==> config.mk <==
export PLATFORM = sky130hd
export DESIGN_NAME = packet_scheduler
export DESIGN_NICKNAME = d
export VERILOG_FILES = /design/src/rtl/packet_scheduler.sv
export SDC_FILE = /design/constraint.sdc
export NUM_CORES = 1
export LEC_CHECK = 0
export ABC_AREA = 1
export CORE_AREA = 8 8 483 485
export CTS_BUF_LIST = sky130_fd_sc_hd__clkbuf_4
export CTS_CLUSTER_SIZE = 28
export DETAILED_ROUTE_END_ITERATION = 8
export DIE_AREA = 0 0 491 493
export GPL_TIMING_DRIVEN = 0
export PLACE_DENSITY_LB_ADDON = 0.12
export SETUP_SLACK_MARGIN = 0.15
export SYNTH_ARGS = -nofsm -noshare
export SYNTH_HDL_FRONTEND = slang
export SYNTH_SLANG_ARGS = --single-unit
==> constraint.sdc <==
create_clock -name clk_pixel -period 3.1 [get_ports clk_pixel]
set_input_delay 0.93 -clock clk_pixel [delete_from_list [all_inputs] [get_ports clk_pixel]]
set_output_delay 0.93 -clock clk_pixel [all_outputs]
set_load 0.01 [all_outputs]
==> src/rtl/packet_scheduler.sv <==
// packet_scheduler: round-robin HDMI data-island packet slot arbiter; PACKET_SCHEDULER_STATS_EN adds sent/null counters
module packet_scheduler #(
  parameter int NUM_SRC = 4,
  localparam int GW = $clog2(NUM_SRC)
) (
  input  logic                              clk_pixel,
  input  logic                              reset,
  input  logic                              data_island_period,
  input  logic [NUM_SRC-1:0]                src_valid,
  input  logic [NUM_SRC-1:0][23:0]          src_header,
  input  logic [NUM_SRC-1:0][3:0][55:0]     src_sub,
  output logic [NUM_SRC-1:0]                src_ack,
  output logic [23:0]                       header,
  output logic [3:0][55:0]                  sub,
  output logic [4:0]                        slot_counter,
  output logic [GW-1:0]                     grant,
  output logic                              grant_valid
`ifdef PACKET_SCHEDULER_STATS_EN
  ,
  output logic [15:0]                       sent_count,
  output logic [15:0]                       null_count
`endif
);
  logic last, load, ack_ev, win_valid;
  logic [GW-1:0] ptr, ptr_eff, win, idx;
  logic [NUM_SRC-1:0] cand;
  always_comb begin
    last = data_island_period && slot_counter == 5'd31;
    load = !data_island_period || last;
    ack_ev = last && grant_valid;
    src_ack = ack_ev ? NUM_SRC'(1) << grant : '0;
    cand = src_valid & ~src_ack;
    ptr_eff = ack_ev ? grant : ptr;
  end
  // scan from ptr_eff+NUM_SRC down to ptr_eff+1 so the nearest candidate is written last
  always_comb begin
    win_valid = 1'b0;
    win = '0;
    idx = '0;
    for (int k = NUM_SRC; k >= 1; k--) begin
      idx = GW'((int'(ptr_eff) + k) % NUM_SRC);
      if (cand[idx]) begin
        win_valid = 1'b1;
        win = idx;
      end
    end
  end
  always_ff @(posedge clk_pixel) begin
    if (reset) begin
      slot_counter <= '0;
      header <= '0;
      sub <= '0;
      grant <= '0;
      grant_valid <= 1'b0;
      ptr <= GW'(NUM_SRC - 1);
    end else begin
      if (data_island_period) slot_counter <= slot_counter + 5'd1;
      ptr <= ptr_eff;
      if (load) begin
        grant_valid <= win_valid;
        grant <= win_valid ? win : '0;
        header <= win_valid ? src_header[win] : 24'h000000;
        sub <= win_valid ? src_sub[win] : '0;
      end
    end
  end
`ifdef PACKET_SCHEDULER_STATS_EN
  always_ff @(posedge clk_pixel) begin
    if (reset) begin
      sent_count <= '0;
      null_count <= '0;
    end else begin
      if (ack_ev && sent_count != 16'hFFFF) sent_count <= sent_count + 16'd1;
      if (last && !grant_valid && null_count != 16'hFFFF) null_count <= null_count + 16'd1;
    end
  end
`endif
endmodule

======== After elaboration in Yosys (flattened, before gate mapping) ========
Index checks and enable logic that the tools add are counted.
operators by class
  add/sub/neg operators ................... 5
  order comparisons ....................... 5
  equal/unequal tests ..................... 1
  shift-type cells ........................ 1
  muxes and demuxes ....................... 25
  bitwise gates (word level) .............. 2
  reduce and logical (&&, ||, !) cells .... 4
operators with widths
  kind                                                                  count
  224-bit binary-select mux with 2-bit select                           1
  224-bit two-way mux                                                   2
  24-bit binary-select mux with 2-bit select                            1
  24-bit two-way mux                                                    2
  2-bit by 3-bit < comparator with 1-bit output, second input constant  5
  2-bit two-way mux                                                     6
  1-bit binary-select mux with 2-bit select                             4
  1-bit two-way mux                                                     8
  5-bit by 1-bit adder with 5-bit output, second input constant         1
  5-bit equality test, second input constant                            1
  2-bit by 1-bit adder with 2-bit output, second input constant         2
  2-bit adder, second input constant                                    2
  4-bit bitwise AND                                                     1
  4-bit two-way mux                                                     1
  4-bit NOT                                                             1
  1-bit by 2-bit << shifter with 4-bit output, first input constant     1
  1-bit logical AND                                                     2
  1-bit logical NOT                                                     1
  1-bit logical OR                                                      1
word-level totals
  flip-flop bits (word level) ............. 258
  input port bits ......................... 999
  output and inout port bits .............. 260
  logic and storage cells ................. 52

======== Depth between registers and ports, before layout ========
Gate-level depths: netlist of the first run.
  depth after elaboration ................. 15
  gate-level depth with buffers ........... 24
  depth with buffers taken out ............ 21

======== Worst setup path before layout of the first run ========
OpenSTA, ideal clock, no wires.
  path kind ............................... register to register
  start point ............................. register slot_counter[1]
  end point ............................... register sub[65] (netlist name)
  setup time .............................. 0.132 ns
  arrival time ............................ 2.795 ns
  required time ........................... 2.968 ns
  path slack .............................. 0.173 ns
  cell stages (with the launch flop) ...... 24
  buffers on the path ..................... 4
  period minus slack after synthesis ...... 2.927 ns
  cells stage by stage .................... dfxtp_1 -> ha_1 -> inv_1 -> nor3_1 -> ha_1 -> nand3_2 -> buf_2 -> nor2_1 -> nor2_1 -> nand2_1 -> nand2_1 -> nand2_1 -> nand2_1 -> nand2_1 -> nand2_1 -> nand2_1 -> buf_4 -> buf_4 -> clkbuf_1 -> nand3_1 -> nand3_1 -> nand2_1 -> nand2_1 -> a21oi_1
between the ends
  word-level cells in the longest chain between the ends .. 15
  elaborated cells on any way between the ends .. 31
  those cells by class .................... add/sub: 4; eq/ne: 1; mux: 21; bitwise: 2; reduce/logical: 3
ends and longest elaborated chain
  item                                         RTL line  source
  start, declared                              15        output logic [4:0] slot_counter,
  start signal, assigned                       57        if (data_island_period) slot_counter <= slot_counter + 5'd1;
  5-bit equality test *                        28        last = data_island_period && slot_counter == 5'd31;
  1-bit logical AND *                          28
  1-bit logical AND *                          30        ack_ev = last && grant_valid;
  4-bit two-way mux *                          31        src_ack = ack_ev ? NUM_SRC'(1) << grant : '0;
  via src_ack[0]                               12        output logic [NUM_SRC-1:0] src_ack,
  4-bit NOT *                                  32        cand = src_valid & ~src_ack;
  4-bit bitwise AND *                          32
  1-bit binary-select mux with 2-bit select    42        if (cand[idx]) begin
  1-bit two-way mux (implied by the code)      42
  2-bit two-way mux (4 in a row)               42
  224-bit binary-select mux with 2-bit select  63        sub <= win_valid ? src_sub[win] : '0;
  224-bit two-way mux (implied by the code)    63
  224-bit two-way mux *                        63
  end signal, assigned                         63
  end, declared                                14        output logic [3:0][55:0] sub,
Mark *: on every way through the listed nets, which the timed path passes. The rest lies on a longest branch. The select of a mux whose other input is x is not followed.
A chain may end at the register's enable or synchronous reset.

======== Final worst setup path of the first run ========
  start point ............................. register slot_counter[0]
  end point ............................... register sub[214] (netlist name)
between the ends
  word-level cells in the longest chain between the ends .. 15
  elaborated cells on any way between the ends .. 31
  those cells by class .................... add/sub: 4; eq/ne: 1; mux: 21; bitwise: 2; reduce/logical: 3
ends and longest elaborated chain
  item                                                                             RTL line
  5-bit equality test *                                                            28
  1-bit logical AND *                                                              28
  branches (longest 13 deep; another with 2-bit by 1-bit adder with 2-bit output)  --
Every way passes the cells marked *. The select of a mux whose other input is x is not followed.

==> out/qor.yml, run 1 <==
floorplan:
  fp.dieH_um: 493
  design.core.area_um2: 226000
  top_level_ports: 1259
  initial_core_util: 0.0960
  chipWidth_um: 491
  num_rows: 175
  design.die.area_um2: 242000
power:
  pwr-share-clk: 0.280
  netSwitchingFraction: 0.382
  p_comb_frac: 0.453
  power.static_leakage_nw: 23.0
  pwr_density_cell_nw_per_um2: 291
  switchingPower_mw: 5.31
  design_power_total_mw: 13.9
  peakVddDrop_mv: 0.162
  cell_internal_pwr_mw: 8.61
  seq_power_share: 0.267
worst_setup_path:
  worstSetupStartpointType: "flop"
  timing.critical_path.fanout_max: 8
  critical_path_buf_inv_count: 8
  timing.critical_path.required_ps: 3990
  worst_reg2reg_path_length_in_cells: 25
  number_of_logic_stages_on_the_critical_path_including_buffering: 25
  worst_setup_path_end_kind: "flop"
  cpPeakStageDelay_ps: 350
  slowest_stage: "sky130_fd_sc_hd__dfxtp_2"
  crit_type: "reg2reg"
  critical-path-top-delay-family: "simple AND/OR/NAND/NOR gates"
  cp_data_arrival_time_ps: 4390
timing:
  relative_slew_margins: 0.167
  final.period_utilization: 1.13
  maxClockFrequency_mhz: 286
  setup_viol_count_final: 260
  clock-skew-final_ps: 114
  period_needed_ps: 3500
  layout_setup_ws_ps: -402
  finalHoldViolCount: 0
  worst_slew_pin_slew_ps: 1250
  setup_repair_after_global_routing_missed_its_margin: "true"
  final_max_slew_viol_count: 0
  tns_ps: -70070
synthesis:
  yosysWarningCount: 0
  synth_seq_area_share: 0.238
  synth.lib_cells_used.distinct: 23
  net_count_after_synthesis: 5155
  mappedNetlistArea_um2: 21700
  synthesized_instance_count: 4154
  synth.avg_cell_area_um2: 5.22
  synth_seq_cells: 258
global_route:
  antenna_violations_before_repair: 94
  grt_max_degree: 14
  grt_pass1_vias: 33700
  overflow: 0
  wire_length_of_the_first_global_routing_pass_mm: 292
  track_usage: 0.174
hold_path:
  hold_path_cell_cnt: 2
  hold_path.class: "reg2reg"
clock_network:
  clockRootBuffer: "sky130_fd_sc_hd__clkbuf_4"
  clock_pin_slew_of_the_registers_on_the_worst_case_setup_and_hold_paths_ps: 60
  ctsLongestPathBuffers: 3
  cts_tree: "built"
  numCtsBuffers: 90
  tritoncts_num_sinks: 258
  clock_tree.htree_level_count: 3
  clock_insertion_delay_worst_skew_ps: 1000
layout:
  filler_cell_count: 26100
  instances_no_fill: 8743
  finish.net_count: 6652
  synthesis_to_finish_area_growth_pct: 121
  layout_common_cells: "sky130_fd_sc_hd__clkdlybuf4s50_1 (1,252), sky130_fd_sc_hd__inv_1 (1,008), sky130_fd_sc_hd__nand2_1 (858), sky130_fd_sc_hd__nand3_1 (708), sky130_fd_sc_hd__dfxtp_1 (254)"
  most_common_library_cell_in_the_layout_ignoring_fill_and_taps: "sky130_fd_sc_hd__clkdlybuf4s50_1"
  drive_gt1_frac: 0.239
placement:
  gp_routability_congestion: 0.872
  post-place-cells: 8422
  detailed_place_hpwl_mm: 184
  port-buffer-count: 1257
routing:
  route.detailed.vias_per_inst: 3.70
  drt-initial-drc-count: 1593
  drt-wirelength-per-cell_um: 25.5
  detail-route-antenna-nets: 0
  vias: 32300
  drcViolationCount: 0
  firstDrtPassIters: 8
  route.final.wire_length_mm: 223
run_status:
  failed_checks: "setup timing"
  status: "complete, but fails checks"
flow_run:
  max-cap-violations: 0
flip-flops by register name, summed over array words and instances, names as in the netlist:
register	count
grant	2
ptr	2
sub	224
header	24
slot_counter	5
grant_valid	1
cells in the mapped netlist:
cell | number | area (µm²)
sky130_fd_sc_hd__nand3_1 | 996 | 4980
sky130_fd_sc_hd__nand3_2 | 1 | 10.0
sky130_fd_sc_hd__buf_6 | 4 | 45.0
sky130_fd_sc_hd__nor3_1 | 5 | 25.0
sky130_fd_sc_hd__buf_4 | 5 | 37.5
sky130_fd_sc_hd__o21ai_1 | 2 | 10.0
sky130_fd_sc_hd__nand4_1 | 2 | 12.5
sky130_fd_sc_hd__o21ai_0 | 6 | 30.0
sky130_fd_sc_hd__buf_1 | 6 | 22.5
sky130_fd_sc_hd__a21oi_1 | 253 | 1270
sky130_fd_sc_hd__inv_2 | 1 | 3.75
sky130_fd_sc_hd__clkinv_1 | 1 | 3.75
sky130_fd_sc_hd__nand2_1 | 1293 | 4850
sky130_fd_sc_hd__a31oi_1 | 1 | 6.26
sky130_fd_sc_hd__o21bai_1 | 1 | 7.51
sky130_fd_sc_hd__buf_2 | 179 | 896
sky130_fd_sc_hd__inv_1 | 1009 | 3790
sky130_fd_sc_hd__dfxtp_1 | 258 | 5160
sky130_fd_sc_hd__clkbuf_1 | 108 | 405
sky130_fd_sc_hd__o21ai_4 | 1 | 16.3
sky130_fd_sc_hd__a21oi_2 | 1 | 8.76
sky130_fd_sc_hd__ha_1 | 2 | 25.0
sky130_fd_sc_hd__nor2_1 | 19 | 71.3
worst paths after layout:
path	from	to	slack [ps]
max	slot_counter[0]$_SDFFE_PP0P_	sub[214]$_SDFFE_PP0P_	-400
max reg2reg	slot_counter[0]$_SDFFE_PP0P_	sub[214]$_SDFFE_PP0P_	-400
min	sub[220]$_SDFFE_PP0P_	sub[220]$_SDFFE_PP0P_	460
min reg2reg	sub[220]$_SDFFE_PP0P_	sub[220]$_SDFFE_PP0P_	460
repair_timing:
action,in CTS,in global routing
hold buffers,0,0
endpoints found under the setup margin,510,506
setup buffers,86,24
cloned,31,9
pin swaps,176,283
gates resized for setup,970,733
through the flow:
step	area [µm²]	utilization	setup WS (ps)	hold WS, ps
final	47900	0.212	-402	462
after global placement	38000	0.168	-2490	452
after detailed placement	38100	0.168	-2260	456
after floorplan	21700	-	173	490
after global routing	47900	0.212	-657	477
after CTS	44500	0.197	-578	380
kinds of logic after synthesis:
logic type | share of synthesized area
buffers and inverters | 0.240
adder cells (fa/ha/maj) | 0.00115
flip-flops | 0.238
AO/OA/AOI/OAI | 0.0620
AND/OR/NAND/NOR | 0.459
layer usage:
metal | vias up | routed length (µm) | global-route usage
met4 | 92 | 6250 | 0.0448
met5 | - | 594 | 0
met2 | 1181 | 109000 | 0.310
li1 | 15600 | - | -
met3 | 291 | 20000 | 0.0703
met1 | 15100 | 86800 | 0.192
power groups by stage:
stage | clock network (mW) | logic, mW | registers [mW]
after floorplan | 0 | 1.73 | 3.87
after global placement | 0 | 5.01 | 3.79
after detailed placement | 0 | 5.00 | 3.80
after CTS | 4.25 | 5.91 | 3.73
after global routing | 4.37 | 6.79 | 3.75
final | 3.90 | 6.30 | 3.72
tightest hold or removal path, stage by stage, from the launching register on:
cell                      delay, ps
sky130_fd_sc_hd__dfxtp_1        300
sky130_fd_sc_hd__nand2_1         60
sky130_fd_sc_hd__a21oi_1         50
final cells by class:
cell class                      instances  area (µm²)  area share
Multi-Input combinational cell       2583       15800       0.329
Timing Repair Buffer                 1409       15300       0.319
Sequential cell                       258        5170       0.108
Inverter                             1011        3800      0.0793
Tap cell                             3009        3760      0.0786
Buffer                                298        2950      0.0617
Clock buffer                          129         968      0.0202
Clock inverter                         23         134     0.00280
Antenna cell                           23        57.6     0.00120
No activity file was read; power rests on OpenSTA's default activity.
==> run 2, diff against run 1 <==
--- a/config.mk
+++ b/config.mk
@@ -6,11 +6,11 @@
 export NUM_CORES = 1
 export LEC_CHECK = 0
 export ABC_AREA = 1
-export CORE_AREA = 8 8 483 485
+export CORE_AREA = 8 8 480 482
 export CTS_BUF_LIST = sky130_fd_sc_hd__clkbuf_4
 export CTS_CLUSTER_SIZE = 28
 export DETAILED_ROUTE_END_ITERATION = 8
-export DIE_AREA = 0 0 491 493
+export DIE_AREA = 0 0 488 490
 export GPL_TIMING_DRIVEN = 0
 export PLACE_DENSITY_LB_ADDON = 0.12
 export SETUP_SLACK_MARGIN = 0.15
==> constraint.sdc (replaced) <==
create_clock -name clk_pixel -period 4.05 [get_ports clk_pixel]
set_input_delay 1.215 -clock clk_pixel [delete_from_list [all_inputs] [get_ports clk_pixel]]
set_output_delay 1.215 -clock clk_pixel [all_outputs]
set_load 0.01 [all_outputs]
==> out/qor.yml, run 2 (same netlist as run 1, synthesis figures left out) <==
floorplan:
  chipWidth_um: 488  # was 491 µm
  design.die.area_um2: 239000  # was 242,000 µm²
  num_rows: 174  # was 175
  fp.dieH_um: 490  # was 493 µm
  design.core.area_um2: 223000  # was 226,000 µm²
  initial_core_util: 0.0972  # was 0.0960
  top_level_ports: 1259  # unchanged
placement:
  port-buffer-count: 1257  # unchanged
  dpl-instance-area_um2: 38100  # about the same
  gp_routability_congestion: 0.919  # was 0.872
  detailed_place_hpwl_mm: 177  # was 184 mm
  post-place-cells: 8405  # was 8,422
layout:
  largest_reg_flops: 224  # unchanged
  instances_no_fill: 8592  # was 8,743
  design_area_um2: 39900  # was 47,900 µm²
  top_regs: "sub: 224 flops, header: 24 flops, slot_counter: 5 flops"  # unchanged
  synthesis_to_finish_area_growth_pct: 84.1  # was 121%
  layout_common_cells: "sky130_fd_sc_hd__nand2_1 (1,288), sky130_fd_sc_hd__clkdlybuf4s50_1 (1,253), sky130_fd_sc_hd__inv_1 (1,008), sky130_fd_sc_hd__nand3_1 (990), sky130_fd_sc_hd__dfxtp_1 (254)"  # was sky130_fd_sc_hd__clkdlybuf4s50_1 (1,252), sky130_fd_sc_hd__inv_1 (1,008), sky130_fd_sc_hd__nand2_1 (858), sky130_fd_sc_hd__nand3_1 (708), sky130_fd_sc_hd__dfxtp_1 (254)
  finish.net_count: 6518  # was 6,652
  registers.top_by_ff_count: "sub"  # unchanged
  drive_gt1_frac: 0.0724  # was 0.239
  most_common_library_cell_in_the_layout_ignoring_fill_and_taps: "sky130_fd_sc_hd__nand2_1"  # was sky130_fd_sc_hd__clkdlybuf4s50_1
clock_network:
  clockRootBuffer: "sky130_fd_sc_hd__clkbuf_4"  # unchanged
  postCtsHoldBufs: 0  # unchanged
  numCtsBuffers: 90  # unchanged
  ctsLongestPathBuffers: 3  # unchanged
  clock_tree.htree_level_count: 3  # unchanged
  clock_insertion_delay_worst_skew_ps: 970  # was 1000 ps
  cts_tree: "built"  # unchanged
  clock_pin_slew_of_the_registers_on_the_worst_case_setup_and_hold_paths_ps: 60  # about the same
  tritoncts_num_sinks: 258  # unchanged
routing:
  detail-route-antenna-nets: 0  # unchanged
  vias: 31100  # was 32,300
  route.detailed.vias_per_inst: 3.61  # was 3.70
  drcViolationCount: 0  # unchanged
  firstDrtPassIters: 5  # was 8
  route.final.wire_length_mm: 207  # was 223 mm
  drt-wirelength-per-cell_um: 24.1  # was 25.5 µm
  drt-initial-drc-count: 1429  # was 1,593
global_route:
  antenna_violations_before_repair: 76  # was 94
  track_usage: 0.165  # was 0.174
  grt_max_degree: 14  # unchanged
  overflow: 0  # unchanged
  wire_length_of_the_first_global_routing_pass_mm: 276  # was 292 mm
  grt_pass1_vias: 32700  # was 33,700
power:
  power.static_leakage_nw: 19.5  # was 23.0 nW
  design_power_total_mw: 9.61  # was 13.9 mW
  peakVddDrop_mv: 0.146  # was 0.162 mV
  pwr_density_cell_nw_per_um2: 241  # was 291 nW/µm²
timing:
  relative_slew_margins: 0.185  # was 0.167
  setup_viol_count_final: 0  # was 260
  final.period_utilization: 0.926
  period_needed_ps: 3750
  setup_repair_after_global_routing_missed_its_margin: "true"  # unchanged
  maxClockFrequency_mhz: 267
  worst_hold_slack_ps: 462  # about the same
  worst_slew_pin_slew_ps: 1220  # was 1250 ps
  final_max_slew_viol_count: 0  # unchanged
  clock-skew-final_ps: 115  # was 114 ps
  finalHoldViolCount: 0  # unchanged
run_status:
  status: "finished, final reports clean"  # was complete, but fails checks
worst_setup_path:
  worstSetupStartpointType: "primary input"  # was flop
  crit_type: "in2reg"  # was reg2reg
  worst_setup_path_end_kind: "flop"  # unchanged
  cp_data_arrival_time_ps: 4500  # was 4390 ps
  timing.critical_path.fanout_max: 10  # was 8
  timing.critical_path.required_ps: 4810  # was 3990 ps
hold_path:
  hold_path.class: "reg2reg"  # unchanged
flow_run:
  max-cap-violations: 0  # unchanged
-- run 2: cell types whose count changed in the layout (fill, tap and decap cells not counted), moves of 43 or more --
| cell | change |
|---|---|
| sky130_fd_sc_hd__a21oi_1 | +104 |
| sky130_fd_sc_hd__a21oi_2 | -104 |
| sky130_fd_sc_hd__buf_12 | -77 |
| sky130_fd_sc_hd__buf_2 | +81 |
| sky130_fd_sc_hd__buf_4 | -43 |
| sky130_fd_sc_hd__buf_6 | -52 |
| sky130_fd_sc_hd__nand2_1 | +430 |
| sky130_fd_sc_hd__nand2_2 | -246 |
| sky130_fd_sc_hd__nand2_4 | -181 |
| sky130_fd_sc_hd__nand3_1 | +282 |
| sky130_fd_sc_hd__nand3_2 | -219 |
| sky130_fd_sc_hd__nand3_4 | -63 |
-- run 2: power by group --
| group | internal [mW] | leakage, nW | switching (mW) |
|---|---|---|---|
| Clock | 1.54 | 0.663 | 1.45 |
| Combinational | 1.80 | 16.7 | 1.97 |
| Sequential | 2.73 | 2.13 | 0.117 |
-- run 2: final cells by class --
cell class                      count  area, µm²
Fill cell                       26400     183000
Timing Repair Buffer             1271      12700
Multi-Input combinational cell   2583      11400
Sequential cell                   258       5170
Inverter                         1011       3800
Tap cell                         2992       3740
Buffer                            302       1860
Clock buffer                      132        991
Clock inverter                     20        123
Antenna cell                       23       57.6
-- run 2: worst paths after layout --
path | to | slack, ps | cells after the start | from
worst max-delay path | sub[168]$_SDFFE_PP0P_ | 300 | 21 | data_island_period
worst min-delay path | sub[50]$_SDFFE_PP0P_ | 460 | 2 | sub[50]$_SDFFE_PP0P_
worst max register to register | sub[168]$_SDFFE_PP0P_ | 410 | 24 | slot_counter[1]$_SDFFE_PP0P_
worst min register to register | sub[50]$_SDFFE_PP0P_ | 460 | 2 | sub[50]$_SDFFE_PP0P_
-- run 2: what timing repair did --
action | in CTS | in global routing
gates resized for setup | 107 | 139
endpoints found under the setup margin | 252 | 223
setup buffers | 6 | 4
pin swaps | 6 | 4
cloned | 1 | 1
-- run 2: critical path: stages --
cell,delay [ps]
sky130_fd_sc_hd__clkdlybuf4s50_1,690
sky130_fd_sc_hd__nand3_4,160
sky130_fd_sc_hd__buf_8,170
sky130_fd_sc_hd__nand2_1,100
sky130_fd_sc_hd__o21ai_4,100
sky130_fd_sc_hd__buf_4,180
sky130_fd_sc_hd__nand2_1,50
sky130_fd_sc_hd__nand2_1,40
sky130_fd_sc_hd__nand2_1,70
sky130_fd_sc_hd__nand2_1,50
sky130_fd_sc_hd__nand2_1,90
sky130_fd_sc_hd__nand2_1,50
sky130_fd_sc_hd__nand2_1,170
sky130_fd_sc_hd__buf_12,220
sky130_fd_sc_hd__buf_12,220
sky130_fd_sc_hd__buf_4,240
sky130_fd_sc_hd__nand3_1,230
sky130_fd_sc_hd__nand3_1,190
sky130_fd_sc_hd__nand2_1,90
sky130_fd_sc_hd__nand2_1,60
sky130_fd_sc_hd__a21oi_1,60
-- run 2: stage by stage --
| stage | setup TNS [ps] | util | setup slack [ps] |
|---|---|---|---|
| 2_1_floorplan | 0 | - | 927 |
| 6_report | 0 | 0.179 | 301 |
| 3_5_place_dp | -314370 | 0.171 | -1710 |
| 5_1_grt | 0 | 0.179 | 98.8 |
| 3_3_place_gp | -475590 | 0.170 | -2330 |
| 4_1_cts | 0 | 0.177 | 90.1 |
-- run 2: routing by layer --
layer  global-route usage  wire [µm]  up-vias
li1                     -          -    15300
met1                0.180      80300    14300
met2                0.299     103000     1188
met3               0.0639      19200      238
met4               0.0348       4300       40
met5                    0        238        -
